==> config.mk <==
export PLATFORM = sky130hd
export DESIGN_NAME = div_arbiter
export DESIGN_NICKNAME = d
export VERILOG_FILES = /design/src/rtl/div_arbiter_pkg.sv /design/src/rtl/div_engine.sv /design/src/rtl/div_arbiter.sv
export SDC_FILE = /design/constraint.sdc
export NUM_CORES = 1
export LEC_CHECK = 0
export BUFFER_PORTS_ARGS = -buffer_cell sky130_fd_sc_hd__buf_2
export CORE_ASPECT_RATIO = 0.7
export CORE_UTILIZATION = 55
export CTS_CLUSTER_DIAMETER = 30
export CTS_CLUSTER_SIZE = 8
export DETAILED_ROUTE_END_ITERATION = 6
export PLACE_DENSITY_LB_ADDON = 0.05
export SLEW_MARGIN = 15
export SYNTH_ARGS = -nofsm -noshare
export SYNTH_HDL_FRONTEND = slang
export SYNTH_HIERARCHICAL = 1
export SYNTH_SLANG_ARGS = --single-unit
==> constraint.sdc <==
create_clock -name clk -period 3.4 [get_ports clk]
set_input_delay 0.17 -clock clk [delete_from_list [all_inputs] [get_ports clk]]
set_output_delay 0.17 -clock clk [all_outputs]
set_load 0.005 [all_outputs]
==> src/rtl/div_arbiter_pkg.sv <==
// Shared definitions for the round-robin divider arbiter and its shift-subtract engine.
package div_arbiter_pkg;

  typedef enum logic [1:0] {
    IDLE = 2'd0,
    LOAD = 2'd1,
    RUN  = 2'd2,
    RESP = 2'd3
  } state_t;

  localparam logic [31:0] DIV0_Q   = 32'hFFFF_FFFF;
  localparam int          DIV_ITER = 32;

endpackage

==> src/rtl/div_engine.sv <==
// Iterative restoring divider: signed dividend, unsigned divisor, one quotient bit per clock.
module div_engine
  import div_arbiter_pkg::*;
#(
  parameter int DW = 32,
  parameter int VW = 16
) (
  input  logic                 clk,
  input  logic                 rst_n,
  input  logic                 start,
  input  logic signed [DW-1:0] dividend,
  input  logic        [VW-1:0] divisor,
  output logic                 busy,
  output logic                 done,
  output logic signed [DW-1:0] q
);

  localparam int CW = $clog2(DIV_ITER + 1);

  logic [2*DW-1:0] rq_p0;
  logic [VW-1:0]   dvs_p0;
  logic            neg_p0;
  logic [CW-1:0]   cnt;
  logic [2*DW-1:0] rq_sh;
  logic [2*DW-1:0] rq_nx;

  function automatic logic [DW-1:0] abs_mag(input logic signed [DW-1:0] d);
    logic [DW-1:0] u;
    u = $unsigned(d);
    return d[DW-1] ? (~u + 1'b1) : u;
  endfunction

  function automatic logic signed [DW-1:0] fix_sign(input logic [DW-1:0] mag, input logic neg);
    return neg ? $signed(~mag + 1'b1) : $signed(mag);
  endfunction

  // Upper half holds the partial remainder, lower half shifts dividend bits out and quotient bits in.
  always_comb begin
    rq_sh = rq_p0 << 1;
    rq_nx = rq_sh;
    if (rq_sh[2*DW-1:DW] >= {{(DW-VW){1'b0}}, dvs_p0}) begin
      rq_nx[2*DW-1:DW] = rq_sh[2*DW-1:DW] - {{(DW-VW){1'b0}}, dvs_p0};
      rq_nx[0]         = 1'b1;
    end
  end

  always_ff @(posedge clk or negedge rst_n) begin
    if (!rst_n) begin
      rq_p0  <= '0;
      dvs_p0 <= '0;
      neg_p0 <= 1'b0;
      cnt    <= '0;
      busy   <= 1'b0;
      done   <= 1'b0;
    end else begin
      done <= 1'b0;
      if (start) begin
        rq_p0  <= {{DW{1'b0}}, abs_mag(dividend)};
        dvs_p0 <= divisor;
        neg_p0 <= dividend[DW-1];
        cnt    <= CW'(DIV_ITER);
        busy   <= 1'b1;
      end else if (busy) begin
        rq_p0 <= rq_nx;
        cnt   <= cnt - 1'b1;
        if (cnt == CW'(1)) begin
          busy <= 1'b0;
          done <= 1'b1;
        end
      end
    end
  end

  // Truncation toward zero: divide magnitudes, then restore the dividend's sign.
  assign q = fix_sign(rq_p0[DW-1:0], neg_p0);

endmodule

==> src/rtl/div_arbiter.sv <==
// Round-robin arbiter sharing one div_engine among N_REQ req/ack requesters.
module div_arbiter
  import div_arbiter_pkg::*;
#(
  parameter int N_REQ = 4,
  parameter int DW    = 32,
  parameter int VW    = 16
) (
  input  logic                       clk,
  input  logic                       rst_n,
  input  logic [N_REQ-1:0]           req,
  input  logic [N_REQ*DW-1:0]        dividend_in,
  input  logic [N_REQ*VW-1:0]        divisor_in,
  output logic [N_REQ-1:0]           ack,
  output logic signed [DW-1:0]       quotient,
  output logic                       div0,
  output logic                       busy,
  output logic [$clog2(N_REQ)-1:0]   gnt_id
);

  localparam int IW = $clog2(N_REQ);

  state_t               state;
  state_t               state_nx;
  logic [IW-1:0]        rr;
  logic [IW-1:0]        idx;
  logic [IW-1:0]        sel_id;
  logic                 sel_vld;
  logic signed [DW-1:0] sel_dvd;
  logic [VW-1:0]        sel_dvs;
  logic signed [DW-1:0] dvd_lat;
  logic [VW-1:0]        dvs_lat;
  logic                 eng_start;
  logic                 eng_busy;
  logic                 eng_done;
  logic signed [DW-1:0] eng_q;

  // First pending requester at or after the round-robin pointer, with wrap.
  always_comb begin
    idx     = '0;
    sel_vld = 1'b0;
    sel_id  = '0;
    for (int i = 0; i < N_REQ; i++) begin
      idx = IW'((int'(rr) + i) % N_REQ);
      if (!sel_vld && req[idx]) begin
        sel_vld = 1'b1;
        sel_id  = idx;
      end
    end
  end

  always_comb begin
    sel_dvd = '0;
    sel_dvs = '0;
    for (int i = 0; i < N_REQ; i++) begin
      if (sel_id == IW'(i)) begin
        sel_dvd = dividend_in[i*DW +: DW];
        sel_dvs = divisor_in[i*VW +: VW];
      end
    end
  end

  always_comb begin
    state_nx = state;
    case (state)
      IDLE: if (sel_vld) state_nx = LOAD;
      LOAD: state_nx = (dvs_lat == '0) ? RESP : RUN;
      RUN:  if (eng_done && !eng_busy) state_nx = RESP;
      RESP: state_nx = IDLE;
      default: state_nx = IDLE;
    endcase
  end

  always_ff @(posedge clk or negedge rst_n) begin
    if (!rst_n) begin
      state     <= IDLE;
      rr        <= '0;
      gnt_id    <= '0;
      quotient  <= '0;
      div0      <= 1'b0;
      eng_start <= 1'b0;
    end else begin
      state     <= state_nx;
      eng_start <= 1'b0;
      case (state)
        IDLE: if (sel_vld) gnt_id <= sel_id;
        LOAD: begin
          if (dvs_lat == '0) begin
            quotient <= DIV0_Q;
            div0     <= 1'b1;
          end else begin
            eng_start <= 1'b1;
          end
        end
        RUN: begin
          if (eng_done) begin
            quotient <= eng_q;
            div0     <= 1'b0;
          end
        end
        RESP: begin
          if (int'(gnt_id) == N_REQ - 1) rr <= '0;
          else                           rr <= gnt_id + 1'b1;
        end
        default: ;
      endcase
    end
  end

  // Operand latch is pure data; later changes on the request bus are ignored until the next grant.
  always_ff @(posedge clk) begin
    if (state == IDLE && sel_vld) begin
      dvd_lat <= sel_dvd;
      dvs_lat <= sel_dvs;
    end
  end

  assign busy = (state != IDLE);
  assign ack  = (state == RESP) ? (N_REQ'(1) << gnt_id) : '0;

  div_engine #(
    .DW(DW),
    .VW(VW)
  ) u_eng (
    .clk      (clk),
    .rst_n    (rst_n),
    .start    (eng_start),
    .dividend (dvd_lat),
    .divisor  (dvs_lat),
    .busy     (eng_busy),
    .done     (eng_done),
    .q        (eng_q)
  );

endmodule

== Yosys cells after proc, flatten, opt, wreduce, memory -nomap -nowiden ==
Cells that the tools add are included.
Word-level totals
  flip-flop bits (word level): 176
  bits of input ports: 198
  output and inout port bits: 40
Operators by class
  $add $sub $neg: 8
  magnitude comparators: 5
  equal/unequal tests: 12
  shift operators: 1
  multiplexer cells: 52
  bitwise gates (word level): 2
  reductions and logical operators: 18
Operator list (count)
  $mux 32: 8
  $mux 63: 2
  $add 32x1->32 const B: 2
  $mux 16: 4
  $not 32->32: 2
  $pmux 32 s2: 1
  $ge 32x16->1: 1
  $mux 31: 1
  $sub 31x16->31: 1
  $mux 1: 20
  $logic_not 16->1: 1
  $mux 2: 7
  $lt 2x3->1 const B: 4
  $mux 6: 2
  $bmux 1 s2: 4
  $eq 2x2->1 const B: 4
  $pmux 2 s4: 1
  $eq 2x1->1 const B: 3
  $eq 6x1->1 const B: 1
  $ne 2x2->1 const B: 3
  $reduce_bool 2->1: 3
  $sub 6x1->6 const B: 1
  $logic_and 1x1->1: 5
  $add 2x1->2 const B: 2
  other kinds (9): 15

== Logic depth before layout (Yosys ltp) ==
  depth after elaboration: 17
  mapped depth: 13

== Cells and area by module ==
Netlist, hierarchy kept.
Modules (own cells, without submodules)
  div_engine: times used 1, cells an instance 749, area an instance 6319.8 um^2, seq. area each 2202.1 um^2
  div_arbiter: times used 1, cells an instance 413, area an instance 4918.5 um^2, seq. area each 2442.3 um^2

== Least setup slack after synthesis ==
No wires, ideal clock.
  path type: reg-to-reg
  start point: register u_eng.rq_p0[14]
  end point: register quotient[29]
  setup time: 0.082 ns
  arrival time: 2.874 ns
  data required time: 3.318 ns
  setup slack: 0.444 ns
  cell stages (with the launch flop): 9
  period minus slack after synthesis: 2.956 ns
  cell sequence: dfrtp_1 -> or4_4 -> or4_4 -> or4_4 -> or4_4 -> o41ai_2 -> xnor2_1 -> inv_1 -> a31oi_1
On the way
  word-level cells in the longest chain between the ends: 5
Ends and longest elaborated chain
  start, declared: RTL line div_engine.sv:20  | logic [2*DW-1:0] rq_p0;
  start signal, assigned: RTL line div_engine.sv:58  | rq_p0 <= {{DW{1'b0}}, abs_mag(dividend)};
  start signal, assigned: RTL line div_engine.sv:64  | rq_p0 <= rq_nx;
  $not 32->32: RTL line div_engine.sv:34  | return neg ? $signed(~mag + 1'b1) : $signed(mag);
  $add 32x1->32: RTL line div_engine.sv:34
  $mux 32: RTL line div_engine.sv:34
  net eng_q[29]: RTL line div_arbiter.sv:36  | logic signed [DW-1:0] eng_q;
  $mux 32: RTL line div_arbiter.sv:96  | if (eng_done) begin
  $pmux 32 s2: RTL line div_arbiter.sv:85  | case (state)
  end signal, assigned: RTL line div_arbiter.sv:97  | quotient <= eng_q;
  end, declared: RTL line div_arbiter.sv:15  | output logic signed [DW-1:0] quotient,
The timed path passes the listed nets, and every way through them passes these cells. The select of a mux whose other input is x is not followed.
A chain may end at the register's enable or synchronous reset.

== Final worst setup path ==
  start point: register u_eng.rq_p0[10]
  end point: register quotient[29]
The elaborated chain is that of the path after synthesis.

==> summary.txt <==
Fin crit share - 0.912
Via count - 9493
Endpoints failing hold - 0
Internal - 7600 uW
Initial Util - 0.565
DRT iter0 DRCs - 794
Worst-path maximum fanout - 4
Worst setup path class - reg2reg
Status - completed
Total GRT Usage - 0.288
Leakage - 0.00595 uW
Worst min path class - in2reg
Final hold slack - 0.0913 ns
Filler cell count - 1666
Longest Clk Path Bufs - 2
Worst endpoint required time - 3.75 ns
Placed cells - 1626
RSZ-0062 raised after global routing - false
Place WS - 0.206 ns
# rows - 43
Logic pwr share - 0.521
Worst slew margin - 0.322
Post-synthesis cell type count - 65
Die Ht - 122 um
Final Wtd Congestion - 0.923
Worst ir drop on vdd - 0.524 mV
Layout area overhead - 17.8%
Number of clock sinks - 176
EDFF count, synth - 48
Root Buffer - clkbuf_16
Top-area cell type share of the netlist area - 0.285
Final Net Count - 1603
Die area - 21000 um^2
Antenna violations before repair - 3
Final Non-Filler Cells - 1662
Synth Area per Inst - 9.67 um^2
Yosys warns - 6
First-pass GRT wire length - 46900 um
Post-DP HPWL - 22400 um
Synthesized area - 11200 um^2
Remaining global-route overflow - 0
Setup violations, final - 0
DR DRC count - 0
Pwr per Cell Area - 1030 nW/um^2
Max-Cap Viols - 0
I/O pins - 238
Post-synthesis cell count - 1162
Die width - 173 um
Clock power share - 0.142
Largest net degree at the start of global routing - 65
Setup crit end kind - flip-flop
CTS H-tree lvls - 4
Min setup slack post-route - 0.299 ns
CTS buffer count - 17
Ys flop type - dfrtp_1
Top cell type by total area after synthesis - dfrtp_1
Seq cells post-synth - 176
Crit path arrival time - 3.46 ns
Layout cell share with drive strength beyond 1 - 0.227
Switching Share - 0.445
Syn nets - 1389
Seq/Total Area, Yosys - 0.413
Post-Route Utilization - 0.665
Fin. max-slew vios - 0
Final WL - 29500 um
Startpoint type of the worst setup path - flip-flop
Vias in the first global route - 8608
CTS tree - done
Skew-Pair Late Insertion Delay - 0.44 ns
Top cells by area, synth - dfrtp_1, mux2i_1, edfxtp_1, xnor2_1, o21ai_0
Antenna Nets Post-Route - 0
Core area - 19900 um^2
Vias/cell - 5.71
Sequential Power Share - 0.337
1st-pass router iterations - 5
Routed length per placed instance - 17.8 um
F_max - 323 MHz
Clock slew at reported path FFs - 0.07 ns
Actual slew at the worst max-slew pin - 1.01 ns
Setup total negative slack - 0 ns
Fin Clk Skew - 0.0103 ns
Net Sw Power - 6080 uW
Clock period minus worst slack - 3.10 ns
Buffers on Ports - 237
Synth async-reset ratio - 0.727
## synthesized netlist by cell type, types with 14 or more instances
library cell,n
nor3_1,16
dfrtp_1,128
or4_1,14
clkbuf_1,34
nand3_1,15
a21oi_1,32
o31ai_1,22
mux2i_1,167
inv_1,73
a31oi_1,33
o21ai_0,73
nor4_1,20
a211oi_1,25
edfxtp_1,48
xor2_1,15
a311oi_1,15
nor2_1,92
nand2_1,96
ha_1,28
xnor2_1,65
## final timing paths
kind	from	endpoint	slack (ns)	cells after the start
setup / recovery	u_eng/rq_p0[10]	quotient[29]	0.30	9
hold / removal	dividend_in[14]	dvd_lat[14]	0.09	3
setup reg to reg	u_eng/rq_p0[10]	quotient[29]	0.30	9
hold reg to reg	dvs_lat[9]	u_eng/dvs_p0[9]	0.49	2
max in group asynchronous	rst_n	eng_start	2.28	3
min in group asynchronous	rst_n	u_eng/rq_p0[35]	0.21	2
## cell usage in the layout, fill, tap and decap left out, types with 19 or more instances in the layout
cell type and instances:
a211oi_1 25, a31oi_1 33, o21ai_0 73, xnor2_1 65
a21oi_1 32, edfxtp_1 48, inv_1 72, mux2i_1 167
dfrtp_1 126, o31ai_1 22, ha_1 28, nand2_1 96
nor2_1 92, buf_4 19, nor4_1 19, buf_2 236
## worst max-delay path, cell delays in order, from the launching register on
cell and delay [ns]:
dfrtp_1 0.43, nor4_2 0.37, nand4_1 0.23, or4_4 0.49, or4_4 0.44, or4_4 0.45
o41ai_2 0.24, xnor2_1 0.16, inv_1 0.06, a31oi_1 0.15
## flip-flops by register name, summed over array words and instances (netlist names)
name          cells
u_eng/done        1
quotient         32
u_eng/dvs_p0     16
rr                2
dvs_lat          16
dvd_lat          32
eng_start         1
u_eng/busy        1
gnt_id            2
u_eng/neg_p0      1
div0              1
u_eng/rq_p0      63
u_eng/cnt         6
state             2
## power groups by stage
stage | combinational (uW) | clock (uW) | sequential, uW
floorplan | 5610 | 0 | 4080
global placement | 6900 | 0 | 4570
detailed placement | 7020 | 0 | 4610
CTS | 7070 | 1960 | 4580
global route | 7950 | 2040 | 4780
finish | 7130 | 1940 | 4610
## layer usage
metal / share of wire / up-vias / track usage
met3: 0.080 / 24 / 0.0627
met5: 0 / - / 0
met2: 0.40 / 355 / 0.397
li1: - / 4643 / -
met4: 0.012 / 0 / 0.0664
met1: 0.50 / 4471 / 0.454
## cell type report
| type | instances | area, um^2 | share of cell area |
|---|---|---|---|
| Multi-Input combinational cell | 846 | 5980 | 0.451 |
| Inverter | 75 | 282 | 0.0213 |
| Clock inverter | 13 | 138 | 0.0104 |
| Tap cell | 270 | 338 | 0.0255 |
| Antenna cell | 3 | 7.51 | 0.000567 |
| Timing Repair Buffer | 260 | 1410 | 0.107 |
| Sequential cell | 176 | 4650 | 0.351 |
| Clock buffer | 19 | 433 | 0.0327 |
## what timing repair did
action | CTS | global route
hold buffers | 1 | 0
buffers inserted | 0 | 0
gates resized for setup | 0 | 1
setup endpoints to repair | 0 | 1
endpoints found under the hold margin | 28 | 0
## metrics by stage
stage | instance area (um^2) | power, uW
after global placement | 12600 | 11500
after detailed placement | 12600 | 11600
final | 13200 | 13700
after floorplan | 11200 | 9690
after global routing | 13200 | 14800
after CTS | 13200 | 13600
## cell families after synthesis
logic type | synth area share
AND/OR/NAND/NOR | 0.140
adder cells (fa/ha/maj) | 0.0330
multiplexers | 0.154
flip-flops | 0.413
XOR/XNOR | 0.0623
AO/OA/AOI/OAI | 0.142
buffers and inverters | 0.0561
No activity file was read; power rests on OpenSTA's default activity.
